==> src/rtl/uart_rx.sv <==
// ---------------------------------------------------------------------------
// uart_rx : 8N1 UART receiver (LSB first, idle-high line).
//
// SI is brought into the CLK domain through a two-flop synchroniser (rx_s).
// The start bit is confirmed at half a bit time, data and stop bits are
// evaluated at mid-bit, and every good byte is presented on Data with a
// one-cycle Valid strobe. A low stop bit raises a one-cycle Frame_Err pulse,
// after which the receiver waits for the line to return high before it will
// look for another start bit.
//
// Optional build macro: UART_RX_MAJORITY_EN
//   defined   : each bit is the 2-of-3 majority of rx_s at the evaluation
//               cycle and the two cycles before it (single-cycle glitch
//               rejection). Evaluation timing is unchanged.
//   undefined : each bit is rx_s in the evaluation cycle.
//
// CLKS_PER_BIT (= CLK_FREQ / BAUD_RATE) must be at least 8.
// ---------------------------------------------------------------------------
`default_nettype none

module uart_rx #(
  parameter int CLK_FREQ  = 50000000,
  parameter int BAUD_RATE = 115200
) (
  input  logic       CLK,
  input  logic       RST,
  input  logic       SI,
  output logic [7:0] Data,
  output logic       Valid,
  output logic       Frame_Err,
  output logic       Busy
);

  localparam int CLKS_PER_BIT = CLK_FREQ / BAUD_RATE;
  localparam int HALF_BIT     = CLKS_PER_BIT / 2;
  localparam int CNT_W        = (CLKS_PER_BIT > 1) ? $clog2(CLKS_PER_BIT) : 1;

  localparam logic [CNT_W-1:0] CNT_ZERO  = {CNT_W{1'b0}};
  localparam logic [CNT_W-1:0] CNT_ONE   = {{(CNT_W-1){1'b0}}, 1'b1};
  localparam logic [CNT_W-1:0] HALF_LAST = CNT_W'(HALF_BIT - 1);
  localparam logic [CNT_W-1:0] BIT_LAST  = CNT_W'(CLKS_PER_BIT - 1);

  typedef enum logic [2:0] {
    ST_IDLE      = 3'd0,
    ST_START     = 3'd1,
    ST_DATA      = 3'd2,
    ST_STOP      = 3'd3,
    ST_WAIT_HIGH = 3'd4
  } state_t;

  // 2-of-3 majority vote used for bit evaluation when glitch rejection is on
  function automatic logic maj3(input logic [2:0] v);
    return (v[0] & v[1]) | (v[0] & v[2]) | (v[1] & v[2]);
  endfunction

  // Registers
  state_t            state_r;
  logic [1:0]        sync_r;
  logic [CNT_W-1:0]  cnt_r;
  logic [2:0]        idx_r;
  logic [7:0]        shift_r;
  logic [7:0]        data_r;
  logic              valid_r;
  logic              ferr_r;
  logic              busy_r;

  // Next-state / combinational signals
  state_t            next_state_s;
  logic [CNT_W-1:0]  cnt_nxt_s;
  logic [2:0]        idx_nxt_s;
  logic [7:0]        shift_nxt_s;
  logic [7:0]        data_nxt_s;
  logic              valid_nxt_s;
  logic              ferr_nxt_s;
  logic              rx_s;
  logic              bit_s;
  logic              bit_done_s;

  assign rx_s = sync_r[1];

  // Two-flop synchroniser for the asynchronous serial input; idles high
  always_ff @(posedge CLK or posedge RST) begin
    if (RST) begin
      sync_r <= 2'b11;
    end else begin
      sync_r <= {sync_r[0], SI};
    end
  end

`ifdef UART_RX_MAJORITY_EN
  // History of the two rx_s samples preceding the current cycle; together
  // with rx_s it forms the 3-sample voting window.
  logic [1:0] hist_r;
  logic [2:0] win_s;

  // Shift rx_s into the voting history every cycle
  always_ff @(posedge CLK or posedge RST) begin
    if (RST) begin
      hist_r <= 2'b11;
    end else begin
      hist_r <= {hist_r[0], rx_s};
    end
  end

  assign win_s = {hist_r, rx_s};
  assign bit_s = maj3(win_s);
`else
  assign bit_s = rx_s;
`endif

  // A data bit finishes at the end of its bit period; the counter restarts
  assign bit_done_s = (state_r == ST_DATA) && (cnt_r == BIT_LAST);

  // Next-state logic: framing FSM, bit capture and output pulse generation
  always_comb begin
    next_state_s = state_r;
    idx_nxt_s    = idx_r;
    shift_nxt_s  = shift_r;
    data_nxt_s   = data_r;
    valid_nxt_s  = 1'b0;
    ferr_nxt_s   = 1'b0;
    case (state_r)
      ST_IDLE: begin
        if (rx_s == 1'b0) begin
          next_state_s = ST_START;
        end else begin
          next_state_s = ST_IDLE;
        end
      end
      ST_START: begin
        if (cnt_r == HALF_LAST) begin
          if (bit_s == 1'b0) begin
            next_state_s = ST_DATA;
            idx_nxt_s    = 3'd0;
          end else begin
            // Line went back high before mid start bit: false start
            next_state_s = ST_IDLE;
          end
        end else begin
          next_state_s = ST_START;
        end
      end
      ST_DATA: begin
        if (cnt_r == BIT_LAST) begin
          shift_nxt_s[idx_r] = bit_s;
          if (idx_r == 3'd7) begin
            next_state_s = ST_STOP;
            idx_nxt_s    = 3'd0;
          end else begin
            next_state_s = ST_DATA;
            idx_nxt_s    = idx_r + 3'd1;
          end
        end else begin
          next_state_s = ST_DATA;
        end
      end
      ST_STOP: begin
        if (cnt_r == BIT_LAST) begin
          if (bit_s == 1'b1) begin
            data_nxt_s   = shift_r;
            valid_nxt_s  = 1'b1;
            next_state_s = ST_IDLE;
          end else begin
            // Data is left untouched; hold off until the line recovers
            ferr_nxt_s   = 1'b1;
            next_state_s = ST_WAIT_HIGH;
          end
        end else begin
          next_state_s = ST_STOP;
        end
      end
      ST_WAIT_HIGH: begin
        if (rx_s == 1'b1) begin
          next_state_s = ST_IDLE;
        end else begin
          next_state_s = ST_WAIT_HIGH;
        end
      end
      default: begin
        next_state_s = ST_IDLE;
        idx_nxt_s    = 3'd0;
      end
    endcase
  end

  // Clock counter: cleared on every state change and at each data bit
  // boundary; parked at zero while idle or waiting for the line to go high
  always_comb begin
    cnt_nxt_s = CNT_ZERO;
    if ((next_state_s != state_r) || bit_done_s ||
        (state_r == ST_IDLE) || (state_r == ST_WAIT_HIGH)) begin
      cnt_nxt_s = CNT_ZERO;
    end else begin
      cnt_nxt_s = cnt_r + CNT_ONE;
    end
  end

  // State, counters, shift register and registered outputs
  always_ff @(posedge CLK or posedge RST) begin
    if (RST) begin
      state_r <= ST_IDLE;
      cnt_r   <= CNT_ZERO;
      idx_r   <= 3'd0;
      shift_r <= 8'h00;
      data_r  <= 8'h00;
      valid_r <= 1'b0;
      ferr_r  <= 1'b0;
      busy_r  <= 1'b0;
    end else begin
      state_r <= next_state_s;
      cnt_r   <= cnt_nxt_s;
      idx_r   <= idx_nxt_s;
      shift_r <= shift_nxt_s;
      data_r  <= data_nxt_s;
      valid_r <= valid_nxt_s;
      ferr_r  <= ferr_nxt_s;
      busy_r  <= (next_state_s != ST_IDLE);
    end
  end

  assign Data      = data_r;
  assign Valid     = valid_r;
  assign Frame_Err = ferr_r;
  assign Busy      = busy_r;

endmodule

`default_nettype wire

==> config.mk <==
export PLATFORM = sky130hd
export DESIGN_NAME = uart_rx
export DESIGN_NICKNAME = d
export VERILOG_FILES = /design/src/rtl/uart_rx.sv
export SDC_FILE = /design/constraint.sdc
export NUM_CORES = 1
export LEC_CHECK = 0
export CAP_MARGIN = 40
export CORE_UTILIZATION = 57
export CTS_CLUSTER_SIZE = 8
export DETAILED_ROUTE_END_ITERATION = 12
export GPL_TIMING_DRIVEN = 0
export PLACE_DENSITY = 0.78
export REMOVE_ABC_BUFFERS = 1
export SLEW_MARGIN = 20
export SYNTH_ARGS = -nofsm -noshare
export SYNTH_HDL_FRONTEND = slang
export SYNTH_SLANG_ARGS = --single-unit
==> constraint.sdc <==
create_clock -name CLK -period 2.4 [get_ports CLK]
set_input_delay 0.24 -clock CLK [delete_from_list [all_inputs] [get_ports CLK]]
set_output_delay 0.24 -clock CLK [all_outputs]
set_load 0.02 [all_outputs]
==> summary.txt, run 1 <==
Detailed routing
  – ANT nets after route: 0
  – Total Wirelength: 3110 microns
  – Vias per std cell: 5.90
  – First-pass detailed-route iteration total: 8
  – Routed wire per std cell: 15.8 microns
  – DR vias: 1163
  – Initial detailed-routing violation count: 27
  – Residual DRC count: 1

GRT
  – First-pass GRT wire length: 5530 microns
  – Initial antenna violation count: 0
  – GR Overflow Total: 0
  – Largest net degree at the start of global routing: 37
  – Gr usage total: 22.9%
  – Vias in the first global route: 1188

Setup path
  – Worst path depth: 6
  – Worst EP required: 2.64 ns
  – Worst path cell trace: inv_1 > ha_1 > nand4bb_4 > or4_4 > nor2_8 > mux2_4
  – Startpoint Class: flip-flop
  – CP delay by family, top: simple AND/OR/NAND/NOR gates
  – CP endpoint kind: flip-flop
  – Worst path slowest cell: or4_4
  – WP data arrival: 2.37 ns
  – R2R Path End: Data[1]$_DFFE_PP0P_
  – Reg2Reg Setup Slack: 0.26 ns
  – Critical path class: flip-flop to flip-flop
  – Max stage delay on crit path: 0.57 ns
  – Worst Path Max Fanout: 9
  – Worst path buffer plus inverter count: 1
  – R2R depth: 6
  – Reg2reg start: cnt_r[1]$_DFF_PP0_

Synthesis
  – Mapped cell area: 1780 sq um
  – Yosys top cell area share: 47.9%
  – Synth area leaders: dfrtp_1 48%, mux2_4 6.8%, ha_1 3.5%
  – Mapped Cells: 150
  – Seq/Total Area, Yosys: 50.8%
  – Post-synthesis adder-cell area fraction: 3.52%
  – Dominant synthesized flop cell: dfrtp_1
  – Yosys top cell by area: dfrtp_1
  – Main combinational cell family by area after synthesis: simple AND/OR/NAND/NOR gates
  – Mux contribution to synthesized area: 12.9%
  – Simple-gate area share of the yosys netlist: 22.9%
  – Post-synth cell types: 40
  – Synth Area in Compound Gates: 3.59%
  – #FFs+latches synth: 36
  – Async SR Flop Fraction: 100%
  – Avg Cell Area, Syn: 11.8 sq um
  – Synth Area in XOR/XNOR: 3.45%
  – EDFF count, synth: 0
  – Yosys warns: 0

Timing
  – Hold_ws: 0.305 ns
  – Worst Tran Pin Value: 0.712 ns
  – Period utilization: 89.0%
  – Fin Clk Skew: 0.0101 ns
  – Fmax: 468 MHz
  – Final setup violation count: 0
  – Final Max Slew Viols: 0
  – Setup Total Neg Slack: 0 ns
  – RSZ-0062 raised after global routing: false
  – Final min period: 2.14 ns
  – Slew margin rel.: 52.5%
  – Final Hold Vio Count: 0

CTS
  – Reg clk slew, reported paths: 0.10 ns
  – Clock Sink Count: 36
  – Post-CTS Hold Buffers: 0
  – CTS max path bufs: 2
  – Post-cts resize count: 0
  – Clock Tree Root: clkbuf_4
  – H-tree depth: 2
  – Clk_lat worst skew: 0.35 ns
  – Post-CTS Setup Bufs: 0
  – Num CTS Buffers: 5
  – Clock tree from TritonCTS: built

Outcome
  – Violated checks: design-rule violations
  – Run status: finished, violations left

Placement
  – Port Buffers: 13
  – Post-DP HPWL: 2130 microns
  – RePlAce Congestion: 0.875
  – Placed Instances: 189

Floorplanning
  – Die area: 3340 sq um
  – Die extent in y: 57.8 microns
  – I/O Pins: 14
  – Core area: 2850 sq um
  – Die Wd: 57.8 microns
  – Initial core utilization: 62.3%
  – Row count: 19

Cells and area
  – Area occupied by multi-input gates: 823 sq um
  – Share of post-route cells with drive strength above 1: 17.5%
  – FILL cells: 216
  – Non-filler instance count after layout: 197
  – Final Util: 70.0%
  – Nets@finish: 173
  – Area Growth Syn to Fin: 12.5%
  – ANT cells: 0
  – FF+latch area: 903 sq um

Hold path
  – Hold endpoint: sync_r[0]$_DFF_PP1_
  – Worst Hold Launch: SI
  – WHS Path Cells: 1
  – Hold Path Class: primary input to flip-flop

Power and ir drop
  – Power share of the clock group: 39.6%
  – Internal Pwr Total: 831 uW
  – Psw: 211 uW
  – Combinational Power Share: 1.6%
  – Seq pwr share: 58.7%
  – Sw Ratio: 20.2%
  – P_leak: 0.000872 uW
  – Total power per unit cell area: 522 nW/um^2
  – Worst IR Drop VDD: 0.396 mV

Flow run
  – Max Cap Viol: 0
## synth_stat cells, types with 2 or more instances
cell type,n
nand3b_1,2
o21ai_0,5
nor3b_1,3
nor2_1,14
nand3_1,5
dfrtp_1,34
mux2i_1,3
or3_1,2
mux2_4,8
mux2_2,4
clkbuf_1,3
inv_1,7
mux2_1,3
xnor2_1,5
ha_1,5
nand4_1,3
nand2_1,12
xor2_1,2
a21oi_1,2
and4bb_2,2
and4b_1,2
nor3_1,5
dfstp_2,2
## layout make-up
class	instances	area share (%)
clock buffer	6	2.07
clock inverter	2	1.75
inverter	7	1.31
multi-input combinational	102	41.2
sequential	36	45.2
tap	31	1.94
timing repair buffer	13	6.51
## kinds of logic (layout without fill, tap and decap cells)
logic type / Yosys count / after routing
and+or+nand+nor: 61 / 61
DFF: 36 / 36
muxes: 18 / 18
buffers and inverters: 12 / 28
AOI/OAI and AO/OA: 11 / 11
xor gates and xnor gates: 7 / 7
adders and majority gates: 5 / 5
## how the worst max path moves through the flow
stage,slack (ns),to,startpoint
after CTS,0.25,Data[1]$_DFFE_PP0P_,cnt_r[1]$_DFF_PP0_
after global routing,0.17,Data[1]$_DFFE_PP0P_,cnt_r[1]$_DFF_PP0_
after global placement,0.32,Data[5]$_DFFE_PP0P_,cnt_r[1]$_DFF_PP0_
after detailed placement,0.26,Data[1]$_DFFE_PP0P_,cnt_r[1]$_DFF_PP0_
after floorplan,0.44,Data[0]$_DFFE_PP0P_,cnt_r[1]$_DFF_PP0_
final,0.26,Data[1]$_DFFE_PP0P_,cnt_r[1]$_DFF_PP0_
## layout by cell type (no fill, tap or decap), types with 3 or more instances in the layout
cell | synthesis | layout
dfrtp_1 | 34 | 34
ha_1 | 5 | 5
o21ai_0 | 5 | 5
xnor2_1 | 5 | 5
nand4_1 | 3 | 3
nand2_1 | 12 | 12
nor2_1 | 14 | 14
mux2_1 | 3 | 3
mux2_4 | 8 | 8
nor3_1 | 5 | 5
clkbuf_4 | 0 | 5
mux2i_1 | 3 | 3
mux2_2 | 4 | 4
nor3b_1 | 3 | 3
inv_1 | 7 | 6
nand3_1 | 5 | 5
clkdlybuf4s50_1 | 0 | 13
## per-stage QoR
stage	power [uW]	instance area, sq um	setup slack [ns]
CTS	1060	2000	0.249
finish	1040	2000	0.263
global placement	642	1920	0.320
floorplan	634	1750	0.444
detailed placement	642	1920	0.262
global route	1080	2000	0.167
## registers in the layout (all words and copies together), names as in the netlist
signal and flops:
cnt_r 9, Data 8, shift_r 8, idx_r 3
state_r 3, sync_r 2, Busy 1, Frame_Err 1
Valid 1
## metal layers
metal	wire (microns)	global-route usage (%)	part of all wire, %	up-vias
li1	-	-	-	553
met1	1420	29.4	46	573
met2	1460	34.3	47	28
met3	126	7.37	4.1	9
met4	106	12.9	3.4	0
met5	0	0	0	-
## power groups by stage
stage               combinational, uW  clock [uW]  sequential, uW
floorplan                        11.5           0             623
global placement                 17.6           0             624
detailed placement               18.1           0             624
CTS                              18.1         427             612
global route                     20.4         445             613
finish                           17.1         413             612
## worst reg2reg max path, stage by stage (launching register included)
cell and delay [ns]:
dfrtp_1 0.40, inv_1 0.09, ha_1 0.22, nand4bb_4 0.18, or4_4 0.57, nor2_8 0.24, mux2_4 0.34
Power figures use the tool's default switching activity.
==> run 2: changes to the inputs <==
Clock period 2.4 ns to 2.3 ns, I/O delays scaled along.
==> results of run 2 <==
The final DEF is identical to that of run 1. Status: finished, violations left: design-rule violations.
Among the figures that moved: setup slack after placement 0.262 ns -> 0.162 ns; setup slack after layout 0.263 ns -> 0.163 ns; hold slack 0.305 ns -> 0.295 ns; register-to-register setup slack 0.26 ns -> 0.16 ns; total power 1040 uW -> 1090 uW; worst IR drop on VDD 0.396 mV -> 0.413 mV
==> run 3: changes to the inputs <==
Settings changed: CORE_UTILIZATION 57 to 61, PLACE_DENSITY 0.78 to 0.83.
Clock period 2.3 ns to 2.7 ns, I/O delays scaled along.
==> run 3 against run 2 <==
Utilization grew 1.9 points; first-iteration DRC count grew 56%; combinational power is 15% lower; count of clock-buffer cells in the layout increased by 1; design area fell by 0.69%; largest cell class unchanged; the run now ends clean; largest power group unchanged; maximum frequency grew 0.64%; routed wire length decreased by 3.8%.
==> summary.txt, run 3 (same netlist as run 1, synthesis figures left out) <==
Outcome
  – Run status: finished, final reports clean (was finished, violations left)

Timing
  – Final Max Slew Viols: 0 (unchanged)
  – Final Hold Vio Count: 0 (unchanged)
  – Slew margin rel.: 52.1% (was 52.5%)
  – Period utilization: 78.6% (was 92.9%)
  – RSZ-0062 raised after global routing: false (unchanged)
  – Final setup violation count: 0 (unchanged)
  – Fmax: 471 MHz (was 468 MHz)
  – Final min period: 2.12 ns (was 2.14 ns)
  – Worst Tran Pin Value: 0.718 ns (was 0.712 ns)
  – Setup Total Neg Slack: 0 ns (unchanged)
  – Fin Clk Skew: 0.00956 ns (was 0.0101 ns)

Cells and area
  – Nets@finish: 173 (unchanged)
  – ANT cells: 0 (unchanged)
  – Most common cell after layout, fill and taps aside: dfrtp_1 (unchanged)
  – Largest register by flop count: cnt_r (unchanged)
  – Final Util: 72.0% (was 70.0%)
  – FILL cells: 189 (was 216)
  – Most frequent cells in the layout: 34 x dfrtp_1, 14 x nor2_1, 13 x clkdlybuf4s50_1 (unchanged)
  – Share of post-route cells with drive strength above 1: 17.5% (unchanged)
  – Max reg flops: 9 (unchanged)
  – Area Growth Syn to Fin: 11.7% (was 12.5%)

Placement
  – Port Buffers: 13 (unchanged)
  – RePlAce Congestion: 0.897 (was 0.875)
  – Post-DP HPWL: 2100 microns (was 2130 microns)

Floorplanning
  – Die area: 3130 sq um (was 3340 sq um)
  – Row count: 19 (unchanged)
  – Die Wd: 56.0 microns (was 57.8 microns)
  – Die extent in y: 56.0 microns (was 57.8 microns)
  – Initial core utilization: 64.4% (was 62.3%)
  – Core area: 2760 sq um (was 2850 sq um)
  – I/O Pins: 14 (unchanged)

Detailed routing
  – First-pass detailed-route iteration total: 4 (was 8)
  – Total Wirelength: 2990 microns (was 3110 microns)
  – DR vias: 1139 (was 1163)
  – Vias per std cell: 5.78 (was 5.90)
  – Residual DRC count: 0 (was 1)
  – Routed wire per std cell: 15.2 microns (was 15.8 microns)
  – ANT nets after route: 0 (unchanged)
  – Initial detailed-routing violation count: 42 (was 27)

Hold path
  – Hold Path Class: primary input to flip-flop (unchanged)

Flow run
  – Max Cap Viol: 0 (unchanged)

CTS
  – Post-CTS Hold Buffers: 0 (unchanged)
  – H-tree depth: 2 (unchanged)
  – Clock Tree Root: clkbuf_4 (unchanged)
  – Post-CTS Setup Bufs: 0 (unchanged)
  – Num CTS Buffers: 5 (unchanged)
  – CTS max path bufs: 2 (unchanged)
  – Clock tree from TritonCTS: built (unchanged)
  – Clock Sink Count: 36 (unchanged)
  – Reg clk slew, reported paths: 0.10 ns (about the same)
  – Clk_lat worst skew: 0.34 ns (was 0.35 ns)
  – Post-cts resize count: 0 (unchanged)

GRT
  – GR Overflow Total: 0 (unchanged)
  – Initial antenna violation count: 0 (unchanged)
  – First-pass GRT wire length: 5240 microns (was 5530 microns)
  – Gr usage total: 22.5% (was 22.9%)
  – Vias in the first global route: 1170 (was 1188)
  – Largest net degree at the start of global routing: 37 (unchanged)

Power and ir drop
  – Total power per unit cell area: 434 nW/um^2 (was 544 nW/um^2)
  – P_leak: 0.000861 uW (was 0.000872 uW)
  – Worst IR Drop VDD: 0.417 mV (was 0.413 mV)

Setup path
  – Max stage delay on crit path: 0.56 ns (was 0.57 ns)
  – Startpoint Class: flip-flop (unchanged)
  – Worst EP required: 2.93 ns (was 2.54 ns)
  – WP data arrival: 2.35 ns (was 2.37 ns)
  – Worst path slowest cell: or4_4 (unchanged)
  – Critical path class: flip-flop to flip-flop (unchanged)
  – Worst Path Max Fanout: 9 (unchanged)
  – CP endpoint kind: flip-flop (unchanged)
  – Worst path cell trace: inv_1 > ha_1 > nand4bb_4 > or4_4 > nor2_8 > mux2_4 (unchanged)
run 3: stage by stage:
stage	worst slack, ns	std cells	hold slack [ns]	instance area (sq um)	power [uW]
after floorplan	0.744	145	0.274	1750	564
after detailed placement	0.600	189	0.349	1920	571
final	0.577	197	0.333	1980	861
after global placement	0.634	189	0.347	1920	570
after global routing	0.462	197	0.311	1980	893
after CTS	0.554	197	0.316	1980	872
run 3: cell type report:
class	count	area (sq um)	area share (%)
Sequential cell	36	903	45.5
Multi-Input combinational cell	102	823	41.5
Timing Repair Buffer	13	130	6.56
Clock buffer	7	55.1	2.77
Tap cell	31	38.8	1.95
Inverter	7	26.3	1.32
Clock inverter	1	7.51	0.378
run 3: path summary, 6_finish.rpt:
| check | depth (start not counted) | endpoint | from | slack [ns] |
|---|---|---|---|---|
| max reg2reg | 6 | Data[3]$_DFFE_PP0P_ | cnt_r[1]$_DFF_PP0_ | 0.58 |
| min reg2reg | 0 | sync_r[1]$_DFF_PP1_ | sync_r[0]$_DFF_PP1_ | 0.36 |
| max | 6 | Data[3]$_DFFE_PP0P_ | cnt_r[1]$_DFF_PP0_ | 0.58 |
| max in group asynchronous | 2 | cnt_r[6]$_DFF_PP0_ | RST | 1.87 |
| min in group asynchronous | 2 | Valid$_DFF_PP0_ | RST | 0.36 |
| min | 1 | sync_r[0]$_DFF_PP1_ | SI | 0.33 |
run 3: routing by layer:
| layer | global-route usage, % | share of wire, % | up-vias |
|---|---|---|---|
| met4 | 12.5 | 2.6 | 0 |
| met1 | 26.8 | 45 | 551 |
| li1 | - | - | 557 |
| met3 | 6.05 | 3.3 | 10 |
| met2 | 36.7 | 49 | 21 |
| met5 | 0 | 0 | - |
run 3: critical path, delay by kind of cell, from the launching register on:
family	cells	cell delay, ns
AND/OR/NAND/NOR	3	0.97
adder cells (fa/ha/maj)	1	0.23
buffers and inverters	1	0.09
multiplexers	1	0.33
flip-flops	1	0.41
run 3: where the power goes:
part           switching (uW)  internal, uW  total [uW]
sequential               2.78           542         544
combinational            11.9          3.32        15.2
clock                     174           127         301
